File: src/rtl/muldiv_pkg.sv
// rtl/muldiv_pkg.sv - shared encodings for the multiply/divide sequencer
package muldiv_pkg;

    localparam int MD_ITER = 32;

    localparam logic [1:0] MD_MULT  = 2'b00;
    localparam logic [1:0] MD_MULTU = 2'b01;
    localparam logic [1:0] MD_DIV   = 2'b10;
    localparam logic [1:0] MD_DIVU  = 2'b11;

    typedef enum logic [1:0] {
        IDLE = 2'd0,
        RUN  = 2'd1,
        DONE = 2'd2
    } md_state_e;

endpackage

File: src/rtl/muldiv_seq_if.sv
// rtl/muldiv_seq_if.sv - CPU to muldiv sequencer request/result bundle
interface muldiv_seq_if #(
    parameter int WIDTH = 32
);
    logic             start;
    logic [1:0]       op;
    logic [WIDTH-1:0] a;
    logic [WIDTH-1:0] b;
    logic             stall;
    logic             hilo_we;
    logic [WIDTH-1:0] hi_out;
    logic [WIDTH-1:0] lo_out;

    modport master (
        output start, op, a, b,
        input  stall, hilo_we, hi_out, lo_out
    );

    modport slave (
        input  start, op, a, b,
        output stall, hilo_we, hi_out, lo_out
    );
endinterface

File: src/rtl/muldiv_step.sv
// rtl/muldiv_step.sv - one shift-add multiply or restoring divide iteration
module muldiv_step #(
    parameter int WIDTH = 32
) (
    input  logic [2*WIDTH-1:0] acc_i,
    input  logic [WIDTH-1:0]   opnd_i,
    input  logic               is_div_i,
    output logic [2*WIDTH-1:0] acc_o
);
    logic [WIDTH-1:0] hi;
    logic [WIDTH-1:0] lo;
    logic [WIDTH:0]   sum;
    logic [WIDTH:0]   trial;

    // acc = {partial product, multiplier} or {remainder, dividend/quotient}
    always_comb begin
        hi    = acc_i[2*WIDTH-1:WIDTH];
        lo    = acc_i[WIDTH-1:0];
        sum   = {1'b0, hi} + (lo[0] ? {1'b0, opnd_i} : {(WIDTH+1){1'b0}});
        trial = {hi, lo[WIDTH-1]} - {1'b0, opnd_i};
        if (is_div_i) begin
            if (!trial[WIDTH]) begin
                acc_o = {trial[WIDTH-1:0], lo[WIDTH-2:0], 1'b1};
            end else begin
                acc_o = {hi[WIDTH-2:0], lo[WIDTH-1], lo[WIDTH-2:0], 1'b0};
            end
        end else begin
            acc_o = {sum, lo[WIDTH-1:1]};
        end
    end
endmodule

File: src/rtl/muldiv_seq.sv
// rtl/muldiv_seq.sv - multi-cycle mult/multu/div/divu sequencer driving HILO
module muldiv_seq
    import muldiv_pkg::*;
#(
    parameter int WIDTH = MD_ITER
) (
    input  logic        clk,
    input  logic        rst_n,
    input  logic        ena,
    muldiv_seq_if.slave md
);
    localparam int            CW   = $clog2(WIDTH);
    localparam logic [CW-1:0] LAST = CW'(WIDTH - 1);

    md_state_e          state_q;
    logic [CW-1:0]      count_q;
    logic [1:0]         op_q;
    logic               sa_q;
    logic               sb_q;
    logic [2*WIDTH-1:0] acc_q;
    logic [WIDTH-1:0]   opnd_q;
    logic [WIDTH-1:0]   hi_q;
    logic [WIDTH-1:0]   lo_q;

    logic               in_signed;
    logic               in_div;
    logic               in_sa;
    logic               in_sb;
    logic               div_zero;
    logic [WIDTH-1:0]   mag_a;
    logic [WIDTH-1:0]   mag_b;
    logic [2*WIDTH-1:0] acc_step;
    logic [2*WIDTH-1:0] prod_fix;
    logic [WIDTH-1:0]   quot_fix;
    logic [WIDTH-1:0]   rem_fix;
    logic [WIDTH-1:0]   fix_hi;
    logic [WIDTH-1:0]   fix_lo;

    always_comb begin
        in_signed = ~md.op[0];
        in_div    = md.op[1];
        in_sa     = in_signed & md.a[WIDTH-1];
        in_sb     = in_signed & md.b[WIDTH-1];
        mag_a     = in_sa ? -md.a : md.a;
        mag_b     = in_sb ? -md.b : md.b;
        div_zero  = in_div & (md.b == '0);
    end

    muldiv_step #(.WIDTH(WIDTH)) u_step (
        .acc_i    (acc_q),
        .opnd_i   (opnd_q),
        .is_div_i (op_q[1]),
        .acc_o    (acc_step)
    );

    // Sign fixup is applied to the final iteration's result as it is latched
    always_comb begin
        prod_fix = (op_q == MD_MULT && (sa_q ^ sb_q)) ? -acc_step : acc_step;
        quot_fix = (op_q == MD_DIV && (sa_q ^ sb_q)) ? -acc_step[WIDTH-1:0]
                                                      : acc_step[WIDTH-1:0];
        rem_fix  = (op_q == MD_DIV && sa_q) ? -acc_step[2*WIDTH-1:WIDTH]
                                            : acc_step[2*WIDTH-1:WIDTH];
        if (op_q[1]) begin
            fix_hi = rem_fix;
            fix_lo = quot_fix;
        end else begin
            fix_hi = prod_fix[2*WIDTH-1:WIDTH];
            fix_lo = prod_fix[WIDTH-1:0];
        end
    end

    always_ff @(posedge clk) begin
        if (!rst_n) begin
            state_q <= IDLE;
            count_q <= '0;
            op_q    <= MD_MULT;
            sa_q    <= 1'b0;
            sb_q    <= 1'b0;
            acc_q   <= '0;
            opnd_q  <= '0;
            hi_q    <= '0;
            lo_q    <= '0;
        end else if (ena) begin
            case (state_q)
                IDLE: begin
                    if (md.start) begin
                        op_q    <= md.op;
                        sa_q    <= in_sa;
                        sb_q    <= in_sb;
                        count_q <= '0;
                        if (div_zero) begin
                            hi_q    <= md.a;
                            lo_q    <= '1;
                            state_q <= DONE;
                        end else begin
                            acc_q   <= {{WIDTH{1'b0}}, (in_div ? mag_a : mag_b)};
                            opnd_q  <= in_div ? mag_b : mag_a;
                            state_q <= RUN;
                        end
                    end
                end
                RUN: begin
                    acc_q   <= acc_step;
                    count_q <= count_q + CW'(1);
                    if (count_q == LAST) begin
                        hi_q    <= fix_hi;
                        lo_q    <= fix_lo;
                        state_q <= DONE;
                    end
                end
                DONE: begin
                    state_q <= IDLE;
                end
                default: begin
                    state_q <= IDLE;
                end
            endcase
        end
    end

    assign md.stall   = ((state_q == IDLE) & md.start) | (state_q == RUN);
    assign md.hilo_we = (state_q == DONE) & ena;
    assign md.hi_out  = hi_q;
    assign md.lo_out  = lo_q;
endmodule

File: src/flat_wrapper.sv
// flat-port wrapper written by rule: the top's interface ports become plain ports
module muldiv_seq_flat import muldiv_pkg::*;
#(
    parameter int WIDTH = MD_ITER
)
  (clk, rst_n, ena, md_start, md_op, md_a, md_b, md_stall, md_hilo_we, md_hi_out, md_lo_out);
  muldiv_seq_if #(.WIDTH(WIDTH)) md_i ();
  input  logic clk;
  input  logic rst_n;
  input  logic ena;
  input wire logic [$bits(md_i.start)-1:0] md_start;
  input wire logic [$bits(md_i.op)-1:0] md_op;
  input wire logic [$bits(md_i.a)-1:0] md_a;
  input wire logic [$bits(md_i.b)-1:0] md_b;
  output wire logic [$bits(md_i.stall)-1:0] md_stall;
  output wire logic [$bits(md_i.hilo_we)-1:0] md_hilo_we;
  output wire logic [$bits(md_i.hi_out)-1:0] md_hi_out;
  output wire logic [$bits(md_i.lo_out)-1:0] md_lo_out;
  assign md_i.start = md_start;
  assign md_i.op = md_op;
  assign md_i.a = md_a;
  assign md_i.b = md_b;
  assign md_stall = md_i.stall;
  assign md_hilo_we = md_i.hilo_we;
  assign md_hi_out = md_i.hi_out;
  assign md_lo_out = md_i.lo_out;
  muldiv_seq #(.WIDTH(WIDTH)) u_core (.clk(clk), .rst_n(rst_n), .ena(ena), .md(md_i));
endmodule
File: config.mk
export PLATFORM = sky130hd
export DESIGN_NAME = muldiv_seq_flat
export DESIGN_NICKNAME = d
export VERILOG_FILES = /design/src/rtl/muldiv_pkg.sv /design/src/rtl/muldiv_seq_if.sv /design/src/rtl/muldiv_step.sv /design/src/rtl/muldiv_seq.sv /design/src/flat_wrapper.sv
export SDC_FILE = /design/constraint.sdc
export NUM_CORES = 1
export LEC_CHECK = 0
export ABC_CLOCK_PERIOD_IN_PS = 4100
export CAP_MARGIN = 20
export CORE_ASPECT_RATIO = 1.4
export CORE_MARGIN = 2
export CORE_UTILIZATION = 45
export DETAILED_ROUTE_END_ITERATION = 16
export PLACE_DENSITY = 0.67
export REMOVE_ABC_BUFFERS = 1
export SLEW_MARGIN = 40
export SYNTH_ARGS = -nofsm -noshare
export SYNTH_HDL_FRONTEND = slang
export SYNTH_HIERARCHICAL = 1
export SYNTH_SLANG_ARGS = --single-unit
File: constraint.sdc
create_clock -name clk -period 4.1 [get_ports clk]
set_input_delay 0.615 -clock clk [delete_from_list [all_inputs] [get_ports clk]]
set_output_delay 0.615 -clock clk [all_outputs]
set_load 0.005 [all_outputs]
==> flow_summary.ini, run 1 <==
[floorplan]
core-area_um2 = 32500
fp.dieH_um = 219
rows = 78
design.portCount = 136
die_area_um2 = 34500
die_w_um = 157
start_util = 0.457

[cells_and_area]
layout_common_cells = buf_4 (365), nor2_1 (207), a21oi_1 (159)
fin_area_um2 = 21000
antennaDiodeCount = 0
syn_to_final_growth_pct = 41.8
final_common_cell = buf_4
utilization = 0.648
nets = 2553
final_layout_size_suffix_gt1_frac = 0.281

[routing]
drt-initial-drc-count = 1549
drt_first_pass_iters = 8
vias_per_cell = 6.23
wl_per_cell_um = 23.0
vias = 17838
postRouteAntennaNets = 0
drt-total-wl_um = 66000
drc = 0

[placed_design]
place_area_um2 = 18800
port_buffers = 135
place.gp.congestion = 0.995
hpwlAfterDp_um = 49200

[clock_tree]
insertion_delay_ps = 460
cts_tree = done
htree_levels = 4
cts_buffer_depth = 2
cts_made_buffers = 17
path_clk_slew_ps = 70
root_buffer = clkbuf_16
clock-sinks = 171
hold_buffers = 0

[run]
cap_viol_max_count = 0

[timing]
hold_viol = 0
maxSlewViolCount = 0
clock_skew_ps = 13.1
rsz0062_at_grt = yes
slew_headroom = 0.445
fmax_mhz = 225
finalWorstSetupSlack_ps = -348
post-route-min-period_ps = 4450
setup_viol = 29
fin_crit_sh = 1.08
tightest_slew_ps = 833

[min_path]
hold_class = flip-flop to flip-flop

[global_routing]
antenna_found_initial = 1
gr-total-overflow = 0
grt_use_total = 0.375
grt_max_degree = 79
grt_pass1_vias = 17278
grt_pass1_wl_um = 98700

[run_status]
status = finished, violations left
violations = negative setup slack

[logic_synthesis]
synthDistinctLibCells = 91
synthCells = 2005
async_flop_share = 0
ys_seq_elements = 171
yosys_most_used_dff = dfxtp_1
synth_edf_count = 0
ys_seq_area_frac = 0.231
ys_warn_count = 6
syn-mean-instance-area_um2 = 7.40
synth_area_um2 = 14800

[worst_setup_path]
cp-end-kind = flip-flop
crit_path_top_delay_cell = a2111oi_4
crit_type = flip-flop to flip-flop
cp_max_fo = 6
startpoint_type = flip-flop
required_ps = 4450
max_stage_delay_ps = 470
path_cells = buf_6, and2_4, ha_4, a211oi_2, o211ai_1, a21oi_2, buf_4, a21oi_4, a2111oi_4, buf_4, nor3b_1, a211oi_2, xor2_1, a22oi_1, nor4_2, nand2_2, nor3_2, mux2_4, o221ai_2, mux2i_1, a21oi_1
crit_arrival_ps = 4790

[power_and_ir_drop]
powerDensity_nw_per_um2 = 270
p_total_mw = 5.69
p_leak_nw = 8.63
ir_drop_mv = 0.358
[state kept, by name, indices dropped and copies added (netlist names)]
signal,count
u_core/op_q,2
u_core/count_q,5
u_core/opnd_q,32
u_core/state_q,2
u_core/acc_q,64
u_core/sa_q,1
u_core/md.hi_out,32
u_core/md.lo_out,32
u_core/sb_q,1
[stage by stage]
stage	TNS (ps)	hold WS, ps	cells	worst slack, ps
after floorplan	-111400	440	1869	-1790
after global placement	-17510	462	2784	-637
after detailed placement	-20730	474	2784	-756
after CTS	-5820	484	2840	-335
after global routing	-10300	494	2864	-490
final	-5370	486	2864	-348
[layer usage]
layer | track usage | wire, um | vias up
met3 | 0.0533 | 4630 | 264
met5 | 0 | 14 | -
met2 | 0.639 | 31800 | 991
li1 | - | - | 8129
met1 | 0.432 | 24500 | 8452
met4 | 0.252 | 5020 | 2
[cells by family (layout without fill, tap and decap cells)]
kind of cell | count (synthesis) | count (layout) | synth area share
xor gates and xnor gates | 169 | 169 | 0.102
adders and majority gates | 72 | 72 | 0.0617
muxes | 78 | 78 | 0.0556
buffers and inverters | 206 | 625 | 0.0548
and+or+nand+nor | 670 | 670 | 0.219
AOI/OAI and AO/OA | 639 | 639 | 0.277
DFF | 171 | 171 | 0.231
[cell type report]
cell class,instances,area (um^2)
Multi-Input combinational cell,1628,11800
Fill cell,2820,11400
Timing Repair Buffer,523,4400
Sequential cell,171,3460
Tap cell,440,551
Clock buffer,20,457
Inverter,70,263
Clock inverter,12,139
[critical path, delay by kind of cell (launching register included)]
family,cells,cell delay (ps)
AO/OA/AOI/OAI,9,1830
XOR/XNOR,1,190
adder cells (fa/ha/maj),1,210
flip-flops,1,360
buffers and inverters,3,510
multiplexers,2,360
AND/OR/NAND/NOR,5,870
[timing repair]
action	CTS	global route
pin swaps	58	76
resized for setup	118	140
endpoints found under the setup margin	47	46
buffers inserted	24	24
[cell usage after synthesis, types with 9 or more instances]
cell type / count / area (um^2)
ha_1: 70 / 876
a31oi_1: 74 / 463
a21oi_1: 178 / 891
nand2_1: 164 / 616
nor2b_1: 18 / 113
xor2_1: 62 / 543
o22ai_1: 25 / 156
a221oi_1: 12 / 105
a211oi_1: 16 / 120
and2_1: 43 / 269
o31ai_1: 15 / 113
nand2b_1: 16 / 100
o211ai_1: 16 / 120
nor2_1: 213 / 800
buf_2: 10 / 50.1
nor4_1: 24 / 150
o41ai_1: 10 / 87.6
o21a_1: 11 / 82.6
clkbuf_1: 112 / 420
and4_1: 9 / 78.8
nand4_1: 19 / 119
a21o_1: 27 / 203
mux2_2: 35 / 394
a22oi_1: 37 / 278
mux2i_1: 43 / 430
a311oi_1: 19 / 166
dfxtp_1: 171 / 3420
or4_1: 9 / 67.6
and3_1: 16 / 100
nand3_1: 50 / 250
or3_1: 9 / 56.3
xnor2_1: 105 / 920
nor3_1: 49 / 245
o21ai_0: 125 / 626
inv_1: 68 / 255
[report_power, final]
part / leakage (nW) / switching, mW / internal (mW)
sequential: 1.40 / 0.0515 / 1.71
combinational: 6.95 / 1.26 / 0.967
clock: 0.285 / 0.763 / 0.936
[final timing paths]
| path | startpoint | endpoint | slack [ps] | cells after the start |
|---|---|---|---|---|
| setup / recovery | u_core/acc_q[0]$_SDFFE_PN0P_ | u_core/md.hi_out[30]$_SDFFE_PN0P_ | -350 | 21 |
| hold / removal | u_core/md.hi_out[1]$_SDFFE_PN0P_ | u_core/md.hi_out[1]$_SDFFE_PN0P_ | 490 | 2 |
| setup reg to reg | u_core/acc_q[0]$_SDFFE_PN0P_ | u_core/md.hi_out[30]$_SDFFE_PN0P_ | -350 | 21 |
| hold reg to reg | u_core/md.hi_out[1]$_SDFFE_PN0P_ | u_core/md.hi_out[1]$_SDFFE_PN0P_ | 490 | 2 |
Power figures use the tool's default switching activity.
==> inputs of run 2 (changes only) <==
Settings changed: CTS_BUF_LIST set to sky130_fd_sc_hd__clkbuf_2, SYNTH_HIERARCHICAL 1 to not set.
==> run 2 against run 1 <==
Against the previous run: the run still ends with negative setup slack left; first-iteration DRC count is 27% higher; sequential cell count unchanged; clock skew grew 53 ps; routed wire length increased by 8.5%; synthesized cell count is 6.3% higher; power is 5.7% lower; critical path type unchanged; critical endpoint is now u_core.md.hi_out[31]$_SDFFE_PN0P_; largest cell class unchanged.
==> flow_summary.ini, run 2 <==
[run_status]
status = finished, violations left
violations = negative setup slack

[cells_and_area]
layout_common_cells = buf_4 (515), nor2_1 (304), a21oi_1 (177)
largest_register = u_core.acc_q
final_cells = 3197
final_layout_size_suffix_gt1_frac = 0.334
final_common_cell = buf_4
nets = 2872
fin_area_um2 = 23700
syn_to_final_growth_pct = 51.9
largest_reg_flops = 64

[global_routing]
grt_pass1_vias = 19396
grtUsageMet3 = 0.0578
antenna_found_initial = 1
grt_pass1_wl_um = 105000
grt_max_degree = 67
grt_util_met2 = 0.657
grt_use_total = 0.373
gr-total-overflow = 0
busiest_layer = met2
gr-usage-met1 = 0.419

[logic_synthesis]
ys_seq_area_frac = 0.220
synthTopCellsByArea = dfxtp_1 (22%), nor2_1 (7.5%), a21oi_1 (6.4%), ha_1 (5.6%), xnor2_1 (4.6%)
synth_edf_count = 0
syn-mean-instance-area_um2 = 7.31
synthCells = 2132
synth_top_area_cell = dfxtp_1
synth.most_common_cell = nor2_1
async_flop_share = 0
yosys-top-cells-count = nor2_1 (311), a21oi_1 (199), dfxtp_1 (171)
synth.top_cell.area_share = 0.220
ys_seq_elements = 171
synth_area_um2 = 15600
ys_warn_count = 0
synthDistinctLibCells = 99
yosys_most_used_dff = dfxtp_1

[timing]
fmax_mhz = 216
rsz0062_at_grt = yes
setup_viol = 28
fin_crit_sh = 1.13
maxSlewViolCount = 0
post-route-min-period_ps = 4620
hold_viol = 0
slew_headroom = 0.447
clock_skew_ps = 66.2
tightest_slew_ps = 829
finalWorstSetupSlack_ps = -520

[routing]
drt-total-wl_um = 71600
wl_per_cell_um = 22.4
drt-initial-drc-count = 1965
drt_first_pass_iters = 8
vias = 19908
vias_per_cell = 6.23
postRouteAntennaNets = 0
drc = 0

[clock_tree]
hold_buffers = 0
cts_made_buffers = 17
clock-sinks = 171
cts_buffer_depth = 2
insertion_delay_ps = 960
cts_tree = done
root_buffer = clkbuf_2
htree_levels = 4
path_clk_slew_ps = 310

[floorplan]
start_util = 0.456
design.portCount = 136
core-area_um2 = 34100
die_area_um2 = 36100
fp.dieH_um = 224
die_w_um = 161
rows = 80

[worst_setup_path]
startpoint_type = flip-flop
required_ps = 4950
cp_max_fo = 3
crit_type = flip-flop to flip-flop
ff2ff_path_depth = 20
crit_arrival_ps = 5470
cp-end-kind = flip-flop

[placed_design]
place.gp.congestion = 1.02
port_buffers = 135
hpwlAfterDp_um = 52900
place_inst = 3071
place_area_um2 = 20700

[min_path]
hold_class = input port to flip-flop
hold_depth = 2

[run]
cap_viol_max_count = 0

[power_and_ir_drop]
powerDensity_nw_per_um2 = 227
p_leak_nw = 9.86
ir_drop_mv = 0.315
==> run 2: layout make-up <==
type	instances	area, um^2
diodes	3	7.51
clock buffers	17	85.1
clock inverters	15	200
fillers	2749	10500
inverters	75	284
multi-input cells	1756	13100
flip-flops and latches	171	3470
well taps	451	564
repair buffers	709	5990
==> run 2: cell families after synthesis <==
logic type      share of synthesized area
xor+xnor                           0.0866
buf+inv                            0.0521
compound gates                      0.314
fa+ha+maj                          0.0588
flops                               0.220
simple gates                        0.241
mux                                0.0279
==> run 2: path summary, 6_finish.rpt <==
check	end	slack [ps]	start
max	u_core.md.hi_out[31]$_SDFFE_PN0P_	-520	u_core.acc_q[31]$_SDFFE_PN0P_
min	u_core.acc_q[17]$_SDFFE_PN0P_	130	rst_n
max reg2reg	u_core.md.hi_out[31]$_SDFFE_PN0P_	-520	u_core.acc_q[31]$_SDFFE_PN0P_
min reg2reg	u_core.md.hi_out[1]$_SDFFE_PN0P_	480	u_core.md.hi_out[1]$_SDFFE_PN0P_
==> run 2: timing repair <==
item | in CTS | in global routing
gates resized for setup | 269 | 124
setup endpoints to repair | 53 | 48
setup buffers | 66 | 36
gates cloned | 1 | 1
pin swaps | 109 | 121
==> run 2: layer usage <==
layer  share of wire  vias up
li1                -     9064
met1            0.37     9388
met2            0.48     1087
met3           0.076      369
met4           0.074        0
met5               0        -
==> run 2: critical path: stages, from the launching register on <==
cell	delay, ps
dfxtp_2	380
inv_2	60
ha_4	130
fa_2	230
nor2b_4	50
o2111a_2	280
o211a_4	260
buf_6	120
o211ai_4	260
buf_6	170
a21oi_4	70
buf_6	150
buf_6	120
nor4_4	310
o31a_1	230
nand4_2	120
or4_4	570
or3b_4	430
o41ai_4	260
a211oi_2	110
a211o_1	240
==> run 2: power by group <==
part	switching (mW)	internal [mW]
Clock	0.744	0.371
Sequential	0.0525	1.72
Combinational	1.35	1.12
Total	2.15	3.21
==> run 2: per-stage QoR <==
stage	TNS, ps	setup WS [ps]	hold slack (ps)	utilization	power [mW]
2_1_floorplan	-246780	-3240	448	-	2.79
3_3_place_gp	-23240	-946	443	0.606	3.71
3_5_place_dp	-23720	-985	451	0.606	3.72
4_1_cts	-6060	-501	67.9	0.667	5.15
5_1_grt	-10970	-649	94.9	0.693	5.57
6_report	-7930	-520	128	0.693	5.36
